`src/rtl/vga_pkg.sv`:
```
// Shared widths, default 640x480@60 timing and pipeline bounds
// for the VGA display timing controller.
package vga_pkg;

  localparam int HCNT_W_DEF = 12;
  localparam int VCNT_W_DEF = 11;
  localparam int CDW_DEF    = 4;

  localparam int H_TOTAL_DEF      = 800;
  localparam int H_SYNC_END_DEF   = 96;
  localparam int H_DATA_BEGIN_DEF = 144;
  localparam int H_DATA_END_DEF   = 784;
  localparam int V_TOTAL_DEF      = 525;
  localparam int V_SYNC_END_DEF   = 2;
  localparam int V_DATA_BEGIN_DEF = 35;
  localparam int V_DATA_END_DEF   = 515;

  localparam int BAR_SHIFT = 4;

  localparam int OUT_STAGES_MIN = 1;
  localparam int OUT_STAGES_MAX = 4;

  typedef struct packed {
    logic hs;
    logic vs;
    logic blank;
    logic sof;
    logic eol;
  } vga_ctl_t;

  function automatic int clamp_stages(input int n);
    if (n < OUT_STAGES_MIN) return OUT_STAGES_MIN;
    if (n > OUT_STAGES_MAX) return OUT_STAGES_MAX;
    return n;
  endfunction

endpackage

```
`src/rtl/vga_axis_cnt.sv`:
```
// One timing axis: wrapping counter plus raw sync
// and in-window flags derived from the shadow fields.
module vga_axis_cnt #(
  parameter int W = 12
) (
  input  logic         clk,
  input  logic         resetn,
  input  logic         clr,
  input  logic         adv,
  input  logic [W-1:0] total,
  input  logic [W-1:0] sync_end,
  input  logic [W-1:0] wbeg,
  input  logic [W-1:0] wend,
  output logic [W-1:0] cnt,
  output logic         wrap,
  output logic         sync,
  output logic         win
);

  logic [W-1:0] tot;

  assign tot  = (total < W'(2)) ? W'(2) : total;
  assign wrap = adv && (cnt >= tot - W'(1));
  assign sync = cnt < sync_end;
  assign win  = (cnt >= wbeg) && (cnt < wend);

  // count up on advance, wrap at the clamped total
  always_ff @(posedge clk) begin
    if (!resetn || clr) cnt <= '0;
    else if (wrap)      cnt <= '0;
    else if (adv)       cnt <= cnt + W'(1);
  end

endmodule

```
`src/rtl/vga_disp_ctrl.sv`:
```
// VGA timing controller with frame-synchronous shadow timing set.
// Optional colour-bar generator under VGA_TESTPAT_EN.
module vga_disp_ctrl
  import vga_pkg::*;
#(
  parameter int HCNT_W     = HCNT_W_DEF,
  parameter int VCNT_W     = VCNT_W_DEF,
  parameter int CDW        = CDW_DEF,
  parameter int OUT_STAGES = 1
) (
  input  logic              clk,
  input  logic              resetn,
  input  logic              en_i,
  input  logic              hsync_pol_i,
  input  logic              vsync_pol_i,
  input  logic [HCNT_W-1:0] htotal_i,
  input  logic [HCNT_W-1:0] hsync_end_i,
  input  logic [HCNT_W-1:0] hdata_begin_i,
  input  logic [HCNT_W-1:0] hdata_end_i,
  input  logic [VCNT_W-1:0] vtotal_i,
  input  logic [VCNT_W-1:0] vsync_end_i,
  input  logic [VCNT_W-1:0] vdata_begin_i,
  input  logic [VCNT_W-1:0] vdata_end_i,
  input  logic              cfg_upd_i,
`ifdef VGA_TESTPAT_EN
  input  logic              tp_en_i,
`endif
  input  logic [3*CDW-1:0]  data_i,
  output logic              data_req_o,
  output logic [CDW-1:0]    red_o,
  output logic [CDW-1:0]    green_o,
  output logic [CDW-1:0]    blue_o,
  output logic              hsync_o,
  output logic              vsync_o,
  output logic              blank_o,
  output logic              sof_o,
  output logic              eol_o,
  output logic              cfg_pend_o
);

  localparam int NS = clamp_stages(OUT_STAGES);
  localparam int DW = 3 * CDW;

  logic [HCNT_W-1:0] sh_ht, sh_hse, sh_hdb, sh_hde;
  logic [VCNT_W-1:0] sh_vt, sh_vse, sh_vdb, sh_vde;
  logic              pend;
  logic              load;

  logic [HCNT_W-1:0] h_cnt;
  logic [VCNT_W-1:0] v_cnt;
  logic              h_wrap, v_wrap;
  logic              h_sync, v_sync;
  logic              h_win, v_win;
  logic              clr;
  logic              active;

  vga_ctl_t          idle_ctl;
  vga_ctl_t          s0_ctl;
  logic [DW-1:0]     s0_rgb;
  vga_ctl_t          ctl_q [NS];
  logic [DW-1:0]     rgb_q [NS];

  assign clr  = !en_i;
  assign load = !resetn || !en_i || (v_wrap && (pend || cfg_upd_i));

  // shadow timing set: follows inputs while idle, else only at frame end
  always_ff @(posedge clk) begin
    if (load) begin
      sh_ht  <= htotal_i;
      sh_hse <= hsync_end_i;
      sh_hdb <= hdata_begin_i;
      sh_hde <= hdata_end_i;
      sh_vt  <= vtotal_i;
      sh_vse <= vsync_end_i;
      sh_vdb <= vdata_begin_i;
      sh_vde <= vdata_end_i;
    end
  end

  // pending flag: set by a request, cleared when the shadow set loads
  always_ff @(posedge clk) begin
    if (!resetn || !en_i || v_wrap) pend <= 1'b0;
    else if (cfg_upd_i)             pend <= 1'b1;
  end

  assign cfg_pend_o = pend;

  vga_axis_cnt #(.W(HCNT_W)) u_hcnt (
    .clk      (clk),
    .resetn   (resetn),
    .clr      (clr),
    .adv      (1'b1),
    .total    (sh_ht),
    .sync_end (sh_hse),
    .wbeg     (sh_hdb),
    .wend     (sh_hde),
    .cnt      (h_cnt),
    .wrap     (h_wrap),
    .sync     (h_sync),
    .win      (h_win)
  );

  vga_axis_cnt #(.W(VCNT_W)) u_vcnt (
    .clk      (clk),
    .resetn   (resetn),
    .clr      (clr),
    .adv      (h_wrap),
    .total    (sh_vt),
    .sync_end (sh_vse),
    .wbeg     (sh_vdb),
    .wend     (sh_vde),
    .cnt      (v_cnt),
    .wrap     (v_wrap),
    .sync     (v_sync),
    .win      (v_win)
  );

  assign active = h_win && v_win;

`ifdef VGA_TESTPAT_EN
  logic [HCNT_W-1:0] hoff;
  logic [2:0]        bar;
  logic [DW-1:0]     bar_rgb;

  assign hoff       = h_cnt - sh_hdb;
  assign bar        = hoff[BAR_SHIFT+2:BAR_SHIFT];
  assign bar_rgb    = {{CDW{bar[2]}}, {CDW{bar[1]}}, {CDW{bar[0]}}};
  assign data_req_o = active && en_i && !tp_en_i;
`else
  assign data_req_o = active && en_i;
`endif

  // idle output levels: syncs inactive, everything else low
  always_comb begin
    idle_ctl       = '0;
    idle_ctl.hs    = ~hsync_pol_i;
    idle_ctl.vs    = ~vsync_pol_i;
  end

  // stage-0 values at the data-request point
  always_comb begin
    s0_ctl = idle_ctl;
    s0_rgb = '0;
    if (en_i) begin
      s0_ctl.hs    = h_sync ^ ~hsync_pol_i;
      s0_ctl.vs    = v_sync ^ ~vsync_pol_i;
      s0_ctl.blank = active;
      s0_ctl.sof   = (h_cnt == '0) && (v_cnt == '0);
      s0_ctl.eol   = active && (h_cnt == sh_hde - HCNT_W'(1));
      if (data_req_o) s0_rgb = data_i;
`ifdef VGA_TESTPAT_EN
      else if (tp_en_i && active) s0_rgb = bar_rgb;
`endif
    end
  end

  // output pipeline keeping sync, colour and pulses aligned
  always_ff @(posedge clk) begin
    if (!resetn) begin
      for (int i = 0; i < NS; i++) begin
        ctl_q[i] <= idle_ctl;
        rgb_q[i] <= '0;
      end
    end else begin
      ctl_q[0] <= s0_ctl;
      rgb_q[0] <= s0_rgb;
      for (int i = 1; i < NS; i++) begin
        ctl_q[i] <= ctl_q[i-1];
        rgb_q[i] <= rgb_q[i-1];
      end
    end
  end

  assign hsync_o = ctl_q[NS-1].hs;
  assign vsync_o = ctl_q[NS-1].vs;
  assign blank_o = ctl_q[NS-1].blank;
  assign sof_o   = ctl_q[NS-1].sof;
  assign eol_o   = ctl_q[NS-1].eol;
  assign red_o   = rgb_q[NS-1][CDW-1:0];
  assign green_o = rgb_q[NS-1][2*CDW-1:CDW];
  assign blue_o  = rgb_q[NS-1][3*CDW-1:2*CDW];

endmodule

```
`config.mk`:
```
export PLATFORM = sky130hd
export DESIGN_NAME = vga_disp_ctrl
export DESIGN_NICKNAME = d
export VERILOG_FILES = /design/src/rtl/vga_pkg.sv /design/src/rtl/vga_axis_cnt.sv /design/src/rtl/vga_disp_ctrl.sv
export SDC_FILE = /design/constraint.sdc
export NUM_CORES = 1
export LEC_CHECK = 0
export CAP_MARGIN = 20
export CORE_ASPECT_RATIO = 1.2
export CORE_MARGIN = 4
export CORE_UTILIZATION = 48
export DETAILED_ROUTE_END_ITERATION = 16
export PLACE_DENSITY = 0.76
export SLEW_MARGIN = 20
export SYNTH_ARGS = -nofsm -noshare
export SYNTH_HDL_FRONTEND = slang
export SYNTH_HIERARCHICAL = 1
export SYNTH_SLANG_ARGS = --single-unit
export TNS_END_PERCENT = 1
```
`constraint.sdc`:
```
create_clock -name clk -period 6.7 [get_ports clk]
set_input_delay 1.34 -clock clk [delete_from_list [all_inputs] [get_ports clk]]
set_output_delay 1.34 -clock clk [all_outputs]
set_load 0.05 [all_outputs]
```
# Yosys cells after proc, flatten, opt, wreduce, memory -nomap -nowiden
# Memory sizes are Yosys's and may differ from the RTL's.
# Index checks and enable logic that the tools add are counted.
# totals
regBits	116
mem_bits_rw	17
inputBits	110
out_inout_bits	19
wordCells	64
mem_count	2
# classes
n_addsub	5
order_cmp	10
n_eq_ne	1
n_mux	11
n_bitwise	4
reduce_logical	20
# mem_list
memory	words	width	read_ports	rd_ports_with_merged_regs	wr	line_no	rtl
rgb_q	1	12	1	0	1	vga_disp_ctrl.sv:61	logic [DW-1:0] rgb_q [NS];
ctl_q	1	5	1	0	1	vga_disp_ctrl.sv:60	vga_ctl_t ctl_q [NS];
# op_table
operator	n
12-bit two-way mux	4
12-bit greater-or-equal comparator	2
12-bit less-than comparator	2
12-bit by 1-bit subtractor with 12-bit output, second input constant	2
11-bit greater-or-equal comparator	2
11-bit less-than comparator	2
12-bit by 1-bit adder with 12-bit output, second input constant	1
12-bit equality test	1
12-bit logical NOT	1
12-bit by 2-bit less-than comparator with 1-bit output, second input constant	1
12-bit OR reduction	1
11-bit by 1-bit adder with 11-bit output, second input constant	1
11-bit logical NOT	1
11-bit by 2-bit less-than comparator with 1-bit output, second input constant	1
11-bit two-way mux	1
11-bit by 1-bit subtractor with 11-bit output, second input constant	1
5-bit two-way mux	2
1-bit logical AND	8
5-bit OR reduction	1
1-bit logical OR	4
1-bit two-way mux	4
2-bit OR reduction	2
1-bit logical NOT	2
1-bit NOT	2
1-bit XOR	2

# Logic depth before layout (Yosys ltp)
# depth
depth_word	7
ltp_mapped	20
mapped_depth_nobuf	19

# Cells and area by module
# Netlist, hierarchy kept.
# modules_own_cells
mod	instances	cells_per_inst	area_each_um2
vga_disp_ctrl	1	204	3753.6
vga_axis_cnt (u_hcnt)	1	231	1845.5
vga_axis_cnt (u_vcnt)	1	215	1671.6

# Worst setup path before layout
# Ideal clock, no wire load.
# synth_path
path_kind	register -> register
start	register sh_ht[7]
end	register sh_hdb[0], enable pin
setup_ns	0.453
arrival_time_ns	6.223
slack_ns	0.023
stages_incl_launch_ff	19
path_buffers	1
cell_sequence	edfxtp_1 > or4_4 > nor4_4 > and4bb_1 > nand2b_1 > ha_1 > nand2_1 > or2_1 > nor4_1 > xnor2_1 > ha_1 > nand2_1 > nor2_1 > a31oi_1 > a21boi_1 > clkbuf_1 > a21boi_1 > o21ai_0 > nand2_1
# synth_between
elab_chain_len	7
# synth_lines
element	line_no	rtl
from (decl)	vga_disp_ctrl.sv:44	logic [HCNT_W-1:0] sh_ht, sh_hse, sh_hdb, sh_hde;
from (signal assigned)	vga_disp_ctrl.sv:69	sh_ht <= htotal_i;
12-bit by 2-bit less-than comparator with 1-bit output	vga_axis_cnt.sv:22	assign tot = (total < W'(2)) ? W'(2) : total;
12-bit two-way mux (*)	vga_axis_cnt.sv:22	
12-bit by 1-bit subtractor with 12-bit output (*)	vga_axis_cnt.sv:23	assign wrap = adv && (cnt >= tot - W'(1));
12-bit greater-or-equal comparator (*)	vga_axis_cnt.sv:23	
net h_wrap	vga_disp_ctrl.sv:51	logic h_wrap, v_wrap;
1-bit logical AND (*)	vga_axis_cnt.sv:23	
net v_wrap	vga_disp_ctrl.sv:51	
1-bit logical AND (*)	vga_disp_ctrl.sv:64	assign load = !resetn || !en_i || (v_wrap && (pend || cfg_upd_i));
1-bit logical OR (*)	vga_disp_ctrl.sv:64	
net load	vga_disp_ctrl.sv:47	logic load;
to (signal assigned)	vga_disp_ctrl.sv:71	sh_hdb <= hdata_begin_i;
to (decl)	vga_disp_ctrl.sv:44	
# The timed path passes the listed nets; every way through them passes the cells marked *.
# A chain may end at the register's enable or synchronous reset.

# Worst setup path in the final report
# layout_path
start	register sh_ht[8]
end	register sh_hdb[7], enable pin
# The elaborated chain is that of the path after synthesis.

==> out/results.tsv <==
metric	value	unit
worst hold path type	reg2reg	
maximum root-to-sink buffer count	2	
GR Layer Usage met3	5.39	%
via count	5500	
top cell type's share of synthesized area	38.0	%
Final min period	5.41	ns
Async SR Flop Fraction	0	%
Synth Flop Type	edfxtp_1	
CTS clk-pin slew, worst paths	0.06	ns
Routed Antenna Nets	0	
Leak	4.04	nW
syn_nets	853	
Ports	129	
RSZ-0062 raised after global routing	false	
# H-tree levels	4	
Cell Count, Final, Fillers Out	1014	
Die ar.	0.0172	mm^2
Post-CTS Hold Buffers	0	
Via density	5.42	
root buf cell	clkbuf_16	
CP bufs+invs	2	
PD cells	229	mW/mm^2
Synth-to-Final Area Change	30.6	%
Switching Fraction	20.5	%
Core Area	0.0149	mm^2
hold slack	0.598	ns
Worst Path Required	6.81	ns
leading area contributor after synthesis	edfxtp_1	
routed wire length	17400	um
Ys Warns	6	
hpwl dp	12700	um
total CTS buffers	17	
Setup CP Type	reg2reg	
first-pass iteration count of the detailed router	5	
CTS resizes	0	
Placed Instance Area	0.00883	mm^2
First DRT Iteration DRCs	275	
DR WL/cell	17.2	um
CP cell instances	or4_4, nor4_4, and4bb_1, nand2b_1, ha_1, nand2_1, or2_1, nor4_1, xnor2_1, ha_1, nand2_1, nor2_1, a31oi_1, a21boi_1, buf_4, a21boi_1, o21ai_0, nand2_4, buf_4	
Final #Nets	1000	
number of synthesized register bits	133	
skew final	0.00904	ns
Worst Setup Start Kind	flop	
WP data arrival	5.52	ns
GP Congestion	0.908	
post-CTS setup buffers	0	
DIE WIDTH	120	um
synth top area cells	edfxtp_1, ha_1, dfxtp_1	
part of the cycle the worst path needs	80.8	%
row count	49	
register area share after synthesis	49.3	%
pre-CTS setup slack	1.45	ns
final hold violations	0	
Pins Over Slew Limit	0	
syn_area_per_cell	11.2	um^2
GRT met2 Usage	38.6	%
sum of negative setup slack	0	ns
starting density of the core	48.8	%
Gate power share	8.4	%
Most Crowded Layer GR	met2	
Slew HR	52.0	%
Critical Path Max Stage Delay	0.59	ns
Max Fanout on Critical Path	50	
initial antenna violation count	0	
synthesized cell area	0.00727	mm^2
TritonCTS Sinks	133	
outcome	finished, final reports clean	
CTS tree	done	
Power Internal	1.73	mW
clock latency at the later pin of the worst-skew pair	0.42	ns
setup violators final	0	
Global Route Usage Sum	20.9	%
clock power share	47.7	%
post-synthesis cell count	650	
EDFF count, synth	92	
Reg power frac	43.8	%
Worst-Margin Slew	0.720	ns
total congestion overflow	0	
CP delay by family, top	simple AND/OR/NAND/NOR gates	
Yosys cell types	60	
VDD IR max	0.000150	V
Psw	445	uW
Fmax	185	MHz
placed cells	982	
DRC viols	0	
share of layout cells above drive strength 1	6.17	%
largest net degree at the start of global routing	51	
Crit-path slowest cell	or4_4	
Max Cap Viol	0	
first-pass GRT wire length	28100	um
die height	143	um
Port Buffers	128	
GR Util met1	21.8	%
# diodes	0	
Final Cell Area	0.00949	mm^2
worst setup margin	1.29	ns
vias in the first global route	5962	
Setup crit end kind	flop	
power by group through the flow:
stage | registers (mW) | clock network, mW | logic (mW)
2_1_floorplan | 0.969 | 0 | 0.0815
4_1_cts | 0.952 | 1.05 | 0.184
5_1_grt | 0.956 | 1.10 | 0.203
3_5_place_dp | 0.968 | 0 | 0.181
6_report | 0.951 | 1.04 | 0.183
3_3_place_gp | 0.966 | 0 | 0.174
placed cells by master, fill, tap and decap left out, types with 8 or more instances in the layout:
master	Yosys	routed
nor2_1	30	30
inv_1	74	74
xnor2_1	25	25
nor3_1	27	27
nand2b_1	13	13
nand2_1	28	27
nor2b_1	8	8
dfxtp_1	41	41
o21ai_0	15	15
and2_1	14	14
ha_1	93	93
xor2_1	19	19
clkbuf_16	0	17
nand4_1	20	20
a21o_1	19	19
nand3_1	14	14
nor4_1	11	11
a21oi_1	29	29
edfxtp_1	92	92
clkdlybuf4s50_1	0	128
final timing paths:
| path | slack [ns] | from | cells after the start | end |
|---|---|---|---|---|
| max | 1.29 | sh_ht[8]$_DFFE_PP_ | 19 | sh_hdb[7]$_DFFE_PP_ |
| min | 0.60 | cfg_pend_o$_SDFFE_PP0P_ | 2 | cfg_pend_o$_SDFFE_PP0P_ |
| max reg2reg | 1.29 | sh_ht[8]$_DFFE_PP_ | 19 | sh_hdb[7]$_DFFE_PP_ |
| min reg2reg | 0.60 | cfg_pend_o$_SDFFE_PP0P_ | 2 | cfg_pend_o$_SDFFE_PP0P_ |
metrics by stage:
step                      power [mW]  util [%]
after floorplan                 1.05         -
after global placement          1.14      59.3
after detailed placement        1.15      59.3
after CTS                       2.19      63.7
after global routing            2.26      63.7
final                           2.17      63.7
routing by layer:
metal  wire length [um]  part of all wire, %
met3                859                  4.9
met5                  0                    0
met2               9420                   54
met1               6510                   37
met4                638                  3.7
cell usage after synthesis (all sizes together) (2+ instances only):
library cell and instances:
nor4 13, or3 5, o21ai 17, clkbuf 4, xor2 19, and2 14
a211oi 4, ha 93, a221oi 6, nand3 14, a21o 19, nand2b 13
nor3 27, o211ai 5, a21boi 3, inv 74, nand2 28, nor3b 4
nor2b 8, nand4 20, o41ai 2, a31oi 2, or2 3, xnor2 25
nor2 30, o311ai 2, and4 5, dfxtp 41, and3 3, a221o 2
or4 4, edfxtp 92, o31ai 3, a21oi 30
layout make-up:
cell class / instances / area (um^2)
flip-flops and latches: 133 / 3580
inverters: 74 / 278
clock buffers: 24 / 492
repair buffers: 133 / 1320
well taps: 204 / 255
multi-input cells: 438 / 3400
fillers: 1154 / 5410
clock inverters: 8 / 169
worst reg2reg max path: stages, from the launching register on:
cell and delay (ns):
edfxtp_1 0.42, or4_4 0.59, nor4_4 0.23, and4bb_1 0.28, nand2b_1 0.15, ha_1 0.19, nand2_1 0.09, or2_1 0.25
nor4_1 0.32, xnor2_1 0.15, ha_1 0.30, nand2_1 0.05, nor2_1 0.11, a31oi_1 0.18, a21boi_1 0.20, buf_4 0.26
a21boi_1 0.22, o21ai_0 0.16, nand2_4 0.58, buf_4 0.37
state kept, by name, indices dropped and copies added (netlist names):
| name | count |
|---|---|
| sh_vse | 11 |
| sh_vt | 11 |
| sh_hse | 12 |
| sh_ht | 12 |
| sh_hde | 12 |
| sh_vdb | 11 |
| ctl_q | 5 |
| cfg_pend_o | 1 |
| sh_vde | 11 |
| rgb_q | 12 |
| u_vcnt/cnt | 11 |
| sh_hdb | 12 |
| u_hcnt/cnt | 12 |
cells by family (layout without fill, tap and decap cells):
| group | count (synthesis) | count (layout) | synth area share [%] |
|---|---|---|---|
| flops | 133 | 133 | 49.3 |
| fa+ha+maj | 93 | 93 | 16.0 |
| mux | 2 | 2 | 0.293 |
| other cells | 1 | 1 | 0.0516 |
| xor+xnor | 44 | 44 | 5.30 |
| simple gates | 197 | 197 | 15.7 |
| buf+inv | 79 | 239 | 4.10 |
| compound gates | 101 | 101 | 9.31 |
No activity file was read; power rests on OpenSTA's default activity.
